`config.mk`:
```
export PLATFORM = sky130hd
export DESIGN_NAME = adc_jesd204_cpack
export DESIGN_NICKNAME = d
export VERILOG_FILES = /design/src/rtl/adc_jesd204_cpack.sv
export SDC_FILE = /design/constraint.sdc
export NUM_CORES = 1
export LEC_CHECK = 0
export CORE_UTILIZATION = 50
export CTS_BUF_LIST = sky130_fd_sc_hd__clkbuf_8 sky130_fd_sc_hd__clkbuf_16
export DETAILED_ROUTE_END_ITERATION = 16
export PLACE_DENSITY = 0.78
export SETUP_SLACK_MARGIN = 0.1
export SYNTH_ARGS = -nofsm -noshare
export SYNTH_HDL_FRONTEND = slang
export SYNTH_SLANG_ARGS = --single-unit
```
`constraint.sdc`:
```
create_clock -name adc_clk -period 11.4 [get_ports adc_clk]
set_input_delay 2.28 -clock adc_clk [delete_from_list [all_inputs] [get_ports adc_clk]]
set_output_delay 2.28 -clock adc_clk [all_outputs]
set_load 0.02 [all_outputs]
```
`src/rtl/adc_jesd204_cpack.sv`:
```
// adc_jesd204_cpack: compacts enabled ADC channel samples into full-width words,
// buffered in a 2-entry FIFO with overflow reporting on adc_dovf.
module adc_jesd204_cpack #(
   parameter int NUM_CHANNELS        = 4,
   parameter int SAMPLES_PER_CHANNEL = 2,
   parameter int SAMPLE_WIDTH        = 16
) (
   input  logic                                                    adc_clk,
   input  logic                                                    adc_rstn,
   input  logic [NUM_CHANNELS-1:0]                                 adc_enable,
   input  logic [NUM_CHANNELS-1:0]                                 adc_valid,
   input  logic [NUM_CHANNELS*SAMPLES_PER_CHANNEL*SAMPLE_WIDTH-1:0] adc_data,
   output logic                                                    pack_valid,
   input  logic                                                    pack_ready,
   output logic [NUM_CHANNELS*SAMPLES_PER_CHANNEL*SAMPLE_WIDTH-1:0] pack_data,
   output logic                                                    adc_dovf
);
   localparam int N  = NUM_CHANNELS;
   localparam int S  = SAMPLES_PER_CHANNEL;
   localparam int SW = SAMPLE_WIDTH;
   localparam int W  = N * S;
   localparam int FW = $clog2(2 * W) + 1;
   localparam int KW = $clog2(W);

   logic [N-1:0]    en_q;
   logic [FW-1:0]   fill_q, fill_d, beat_n, total;
   logic [SW-1:0]   acc_q [2*W];
   logic [SW-1:0]   acc_d [2*W];
   logic [SW-1:0]   merged [2*W];
   logic [SW-1:0]   beat_s [W];
   logic [W*SW-1:0] mem_q [2];
   logic [W*SW-1:0] word_data;
   logic [1:0]      cnt_q, cnt_d;
   logic            wr_q, rd_q, dovf_q;
   logic            en_chg, in_beat, word, pop, push;

   assign en_chg  = adc_enable != en_q;
   assign in_beat = |(adc_valid & adc_enable) && !en_chg;

   // Gather enabled samples in sample-interleaved order
   always_comb begin
      int k;
      k = 0;
      for (int i = 0; i < W; i++) beat_s[i] = '0;
      for (int s = 0; s < S; s++)
         for (int c = 0; c < N; c++)
            if (adc_enable[c]) begin
               beat_s[KW'(k)] = adc_data[(c*S+s)*SW +: SW];
               k = k + 1;
            end
      beat_n = FW'(k);
   end

   assign total = fill_q + beat_n;
   assign word  = in_beat && total >= FW'(W);

   always_comb begin
      for (int i = 0; i < 2*W; i++) begin
         merged[i] = acc_q[i];
         if (in_beat && i >= int'(fill_q) && i < int'(total))
            merged[i] = beat_s[KW'(i - int'(fill_q))];
      end
      for (int i = 0; i < W; i++) begin
         acc_d[i]   = word ? merged[i+W] : merged[i];
         acc_d[i+W] = word ? '0 : merged[i+W];
      end
      for (int i = 0; i < W; i++) word_data[i*SW +: SW] = merged[i];
   end

   assign fill_d = en_chg ? '0 : !in_beat ? fill_q : word ? total - FW'(W) : total;

   // A full FIFO still accepts a word when the head leaves in the same cycle
   assign pop        = pack_valid && pack_ready;
   assign push       = word && (cnt_q != 2'd2 || pop);
   assign cnt_d      = cnt_q + 2'(push) - 2'(pop);
   assign pack_valid = cnt_q != 2'd0;
   assign pack_data  = mem_q[rd_q];
   assign adc_dovf   = dovf_q;

   always_ff @(posedge adc_clk) begin
      if (!adc_rstn) begin
         en_q   <= '0;
         fill_q <= '0;
         acc_q  <= '{default: '0};
         mem_q  <= '{default: '0};
         cnt_q  <= '0;
         wr_q   <= 1'b0;
         rd_q   <= 1'b0;
         dovf_q <= 1'b0;
      end else begin
         en_q   <= adc_enable;
         fill_q <= fill_d;
         acc_q  <= acc_d;
         cnt_q  <= cnt_d;
         wr_q   <= wr_q ^ push;
         rd_q   <= rd_q ^ pop;
         dovf_q <= word && !push;
         if (push) mem_q[wr_q] <= word_data;
      end
   end
endmodule

```
==> results of run 1 <==
==> kinds of logic (layout without fill, tap and decap cells) <==
family,after synthesis,count (layout)
compound gates,1300,1300
simple gates,646,646
other cells,0,6
fa+ha+maj,25,25
buf+inv,360,492
xor+xnor,32,32
mux,363,363
flops,526,526
==> sequential cells by signal, summed over array words and instances (netlist names) <==
name	cells
en_q	4
adc_dovf	1
acc_q	256
fill_q	5
mem_q	256
rd_q	1
wr_q	1
cnt_q	2
==> power breakdown <==
part	switching, mW	internal, mW
logic	0.903	0.467
clock network	0.715	0.940
registers	0.0112	1.86
==> repair_timing <==
action,CTS,global route
gates resized for setup,0,12
endpoints found under the setup margin,0,148
setup buffers,0,2
endpoints found under the hold margin,0,0
==> worst max-delay path by stage <==
| stage | start | to | slack, ns | cells after the start |
|---|---|---|---|---|
| 3_5_place_dp | adc_enable[0] | acc_q[184] | 0.06 | 39 |
| 3_3_place_gp | adc_enable[0] | acc_q[176] | 0.30 | 40 |
| 5_1_grt | adc_enable[0] | acc_q[182] | 0.13 | 40 |
| 4_1_cts | adc_enable[0] | acc_q[182] | 0.64 | 38 |
| 6_report | adc_enable[0] | acc_q[182] | 0.67 | 40 |
| 2_1_floorplan | adc_enable[2] | mem_q[139] | 0.02 | 43 |
==> metrics by stage <==
stage | setup WS, ns | std cells | hold WS, ns
2_1_floorplan | 0.0175 | 3252 | 0.430
6_report | 0.667 | 4138 | 0.455
3_3_place_gp | 0.299 | 4043 | 0.439
5_1_grt | 0.131 | 4137 | 0.472
4_1_cts | 0.639 | 4130 | 0.455
3_5_place_dp | 0.0555 | 4043 | 0.445
==> layout by cell type, fill, tap and decap left out, types with 22 or more instances in the layout <==
cell	instances
a211oi_1	45
a21oi_1	332
a221oi_1	26
a22o_1	36
a22oi_1	96
a31oi_1	25
a32oi_1	52
and2_1	54
buf_4	73
clkbuf_16	50
clkdlybuf4s50_1	266
dfxtp_1	525
ha_1	22
inv_1	60
mux2_2	146
mux2i_1	205
nand2_1	138
nand2b_1	34
nand3_1	66
nor2_1	202
nor2b_1	27
o211ai_1	59
o21a_1	42
o21ai_0	308
o22ai_1	109
==> layout make-up <==
cell class,instances,area share
Multi-Input combinational cell,2366,0.494
Sequential cell,526,0.319
Timing Repair Buffer,348,0.102
Clock buffer,65,0.0442
Tap cell,748,0.0284
Inverter,57,0.00656
Clock inverter,22,0.00520
Antenna cell,6,0.000455
==> critical path: cells and delay by family <==
family	cells	cell delay (ns)
AOI/OAI and AO/OA	7	1.30
buffers and inverters	8	1.50
muxes	2	0.75
adders and majority gates	8	2.46
and+or+nand+nor	14	2.71
xor gates and xnor gates	1	0.10
==> routing by layer <==
| metal | share of wire | vias to the layer above | routed length, µm | track usage |
|---|---|---|---|---|
| met4 | 0.040 | 0 | 3580 | 0.120 |
| met5 | 0 | - | 0 | 0 |
| li1 | - | 12428 | - | - |
| met2 | 0.46 | 1207 | 41700 | 0.488 |
| met3 | 0.072 | 209 | 6520 | 0.0423 |
| met1 | 0.42 | 12714 | 38100 | 0.410 |
==> results_dict.tcl, run 1 <==
set metrics [dict create \
    status "finished, final reports clean" \
    seqCellArea_mm2 0.0105 \
    relSlewSlack 0.182 \
    max_freq_mhz 93.2 \
    post-route-drc-count 0 \
    grt_pass1_vias 24404 \
    min_from "acc_q[13]" \
    reg2reg_to "acc_q[182]" \
    synth_fp_nets 3416 \
    initial_core_util 0.510 \
    grt-ovfl-total 0 \
    port_buffers 268 \
    multi_input_area_mm2 0.0163 \
    gp_congestion 0.954 \
    netlist_area_mm2 0.0282 \
    worstHoldPathCells 2 \
    postSynthAreaPerCell_um2 8.68 \
    timing.final.crit_share 0.941 \
    crit_fanout 32 \
    numCtsBuffers 50 \
    num_vias 26558 \
    drt-vias-per-instance 6.42 \
    powerDensity_mw_per_mm2 148 \
    clockBufferDepth 3 \
    syn_to_final_growth_pct 16.8 \
    synth_compound_area_frac 0.299 \
    p_leak_nw 12.5 \
    track_usage 0.304 \
    path_class "input port to flop" \
    yosysWarnings 0 \
    drive_above_1_share 0.109 \
    drt_iter0_drc 3278 \
    synth-edff-count 0 \
    row_count 86 \
    synth.top_cells.by_area "dfxtp_1 37%, mux2i_1 7.6%, a21oi_1 5.9%" \
    yosys.cell_types.count 88 \
    reg2reg_depth 18 \
    irDropWorstVdd_uv 113 \
    dpl.hpwl_um 63600 \
    cts_tree "done" \
    die_x_um 240 \
    synth_mux_area_frac 0.136 \
    timing.rr.start "fill_q[0]" \
    setup_viol 0 \
    critPathCaptureType "flop" \
    synth_adder_area_share 0.0116 \
    cts-root-buf "clkbuf_16" \
    grt_max_degree 121 \
    netlist_instances 3252 \
    core_mm2 0.0554 \
    postRouteAntennaNets 0 \
    clkTransAtPathRegs_ns 0.07 \
    utilization 0.595 \
    yosys.area.top_type "dfxtp_1" \
    hp-class "flop to flop" \
    yosysSeqAreaShare 0.373 \
    antenna_found_initial 6 \
    finalCriticalPeriod_ns 10.73 \
    required_ns 11.82 \
    holdBufCountCts 0 \
    cap_violations 0 \
    nets 3513 \
    htreeDepth 2 \
    die_h_um 240 \
    p_total_mw 4.90 \
    synth_top_family_by_area "compound AO/OA/AOI/OAI gates" \
    grt_pass1_wl_um 140000 \
    yosysMostFrequentCell "dfxtp_1" \
    io_pins 269 \
    ys_ff_latch 526 \
    fillCellCount 4788 \
    synth-xor-area-share 0.0133 \
    critical-path-max-stage-delay_ns 0.46 \
    drv_slew 0 \
    crit_top_cell "ha_1" \
    rsz0062_at_grt "no" \
    dpl_cell_area_mm2 0.0313 \
    fin_setup_tns_ns 0 \
    clock_sinks 526 \
    firstDrtPassIters 8 \
    hold_viol_final 0 \
    holdPathEnd "acc_q[13]" \
    drt-total-wl_um 89900 \
    tightest_slew_ns 1.22 \
    startpoint_type "input port" \
    worstSkewPairLatency_ns 0.60 \
    synth_flop_cell "dfxtp_1" \
    synth.top_cell.area_share 0.373 \
    wl_per_cell_um 21.7 \
    reg2reg_slack_ns 6.06 \
    async_flop_share 0 \
    stdcell_area_mm2 0.0330 \
    critPathSlowestCell "mux4_2" \
    synth-simple-area-share 0.112 \
    synth_common_cells "526 x dfxtp_1, 332 x a21oi_1, 309 x o21ai_0" \
    arrival_ns 11.15 \
    finClkSkew_ns 0.0323 \
    dieArea_mm2 0.0574 \
]
Power figures use the tool's default switching activity.
==> run 2: changes to the inputs <==
Settings changed: REMOVE_ABC_BUFFERS from default to 1.
==> results_dict.tcl, run 2 (synthesis gave the netlist of run 1 again) <==
set metrics [dict create \
    worstSkewPairLatency_ns 0.60 \
    final_cell_mix "525 x dfxtp_1, 332 x a21oi_1, 308 x o21ai_0" \
    io_pins 269 \
    hp-class "flop to flop" \
    port_buffers 268 \
    tightest_slew_ns 1.17 \
    row_count 86 \
    dpl.hpwl_um 62800 \
    nets 3509 \
    hold_viol_final 0 \
    drt-vias-per-instance 6.40 \
    core_mm2 0.0554 \
    finalCriticalPeriod_ns 10.82 \
    timing.final.crit_share 0.949 \
    wl_per_cell_um 21.5 \
    worstHoldPathCells 2 \
    p_leak_nw 12.6 \
    reg2reg_slack_ns 6.18 \
    p_total_mw 5.09 \
    top_regs "acc_q: 256 flops, mem_q: 256 flops, fill_q: 5 flops" \
    reg2reg_depth 17 \
    post_cts_buffers 0 \
    drv_slew 0 \
    die_h_um 240 \
    critical-path-max-stage-delay_ns 0.54 \
    dieArea_mm2 0.0574 \
    timing.rr.start "fill_q[0]" \
    irDropWorstVdd_uv 161 \
    setup_viol 0 \
    rsz0062_at_grt "no" \
    numCtsBuffers 52 \
    path_class "input port to flop" \
    reg2reg_to "acc_q[179]" \
    drt_iter0_drc 2860 \
    die_x_um 240 \
    grt_pass1_vias 24770 \
    cap_violations 0 \
    antenna_found_initial 17 \
    critPathCaptureType "flop" \
    max_freq_mhz 92.5 \
    arrival_ns 11.26 \
    startpoint_type "input port" \
    startpoint "adc_enable[0]" \
    gp_congestion 0.979 \
    postRouteAntennaNets 0 \
    track_usage 0.302 \
    relSlewSlack 0.215 \
    powerDensity_mw_per_mm2 153 \
    clock_sinks 526 \
    clkTransAtPathRegs_ns 0.07 \
    clockBufferDepth 3 \
    drt-total-wl_um 89100 \
    crit_top_cell "ha_1" \
    grt_pass1_wl_um 139000 \
    utilization 0.599 \
    firstDrtPassIters 6 \
    grt_max_degree 125 \
    crit_fanout 16 \
    syn_to_final_growth_pct 17.5 \
    cts-root-buf "clkbuf_16" \
    required_ns 11.85 \
    grt-ovfl-total 0 \
    finClkSkew_ns 0.0213 \
    initial_core_util 0.510 \
    final_common_cell "dfxtp_1" \
    status "finished, final reports clean" \
    critPathSlowestCell "mux2i_1" \
    cts_tree "done" \
    crit_end "acc_q[179]" \
    holdBufCountCts 0 \
    post-route-drc-count 0 \
    num_vias 26494 \
    postCtsResizedCells 0 \
    htreeDepth 2 \
    drive_above_1_share 0.109 \
]
==> run 2: changes by cell type in the layout (fill, tap and decap cells not counted), sizes merged <==
cell | previous run | this run
clkinv | 10 | 11
clkinvlp | 0 | 4
diode | 6 | 10
clkdlybuf4s50 | 266 | 267
bufinv | 2 | 8
clkbuf | 65 | 68
inv | 67 | 59
buf | 82 | 75
==> run 2: layer usage <==
metal  share of wire  wire [µm]  up-vias  GRT usage
met5          0.0011         98        -          0
met3           0.074       6630      284     0.0520
li1                -          -    12431          -
met4           0.051       4540       14      0.152
met1            0.40      36000    12628      0.380
met2            0.47      41800     1137      0.496
==> run 2: how the worst min path moves through the flow <==
stage,startpoint,endpoint,slack [ns]
after detailed placement,acc_q[119],acc_q[119],0.44
after global routing,acc_q[0],acc_q[128],0.47
final,acc_q[0],acc_q[128],0.45
after floorplan,acc_q[100],acc_q[100],0.43
after global placement,acc_q[12],acc_q[140],0.44
after CTS,acc_q[0],acc_q[128],0.45
==> run 2: power breakdown <==
part / switching (mW) / total, mW / internal (mW)
combinational: 0.889 / 1.36 / 0.468
clock: 0.738 / 1.87 / 1.13
sequential: 0.00944 / 1.87 / 1.86
total: 1.64 / 5.09 / 3.46
==> run 2: worst max-delay path: cells and delay by family <==
family                   cells  cell delay, ns
AO/OA/AOI/OAI                7            1.40
XOR/XNOR                     1            0.09
adder cells (fa/ha/maj)      8            2.45
buffers and inverters        7            1.20
multiplexers                 2            1.00
AND/OR/NAND/NOR             14            2.81
==> run 2: area by class of cell <==
type / count / area [µm²]
tap: 748 / 936
fill: 4721 / 22200
inverter: 57 / 216
clock inverter: 25 / 362
sequential: 526 / 10500
timing repair buffer: 342 / 3330
multi-input combinational: 2366 / 16300
clock buffer: 68 / 1530
antenna: 10 / 25.0
==> run 2: stage by stage <==
stage,cell area [µm²],worst slack (ns),setup TNS [ns],cells,hold WS [ns]
floorplan,26900,-3.65,-1047.11,2949,0.430
global placement,31300,0.409,0,4039,0.439
detailed placement,31300,0.0931,0,4039,0.444
CTS,33200,0.708,0,4132,0.450
global route,33200,0.103,0,4140,0.469
finish,33200,0.585,0,4142,0.447
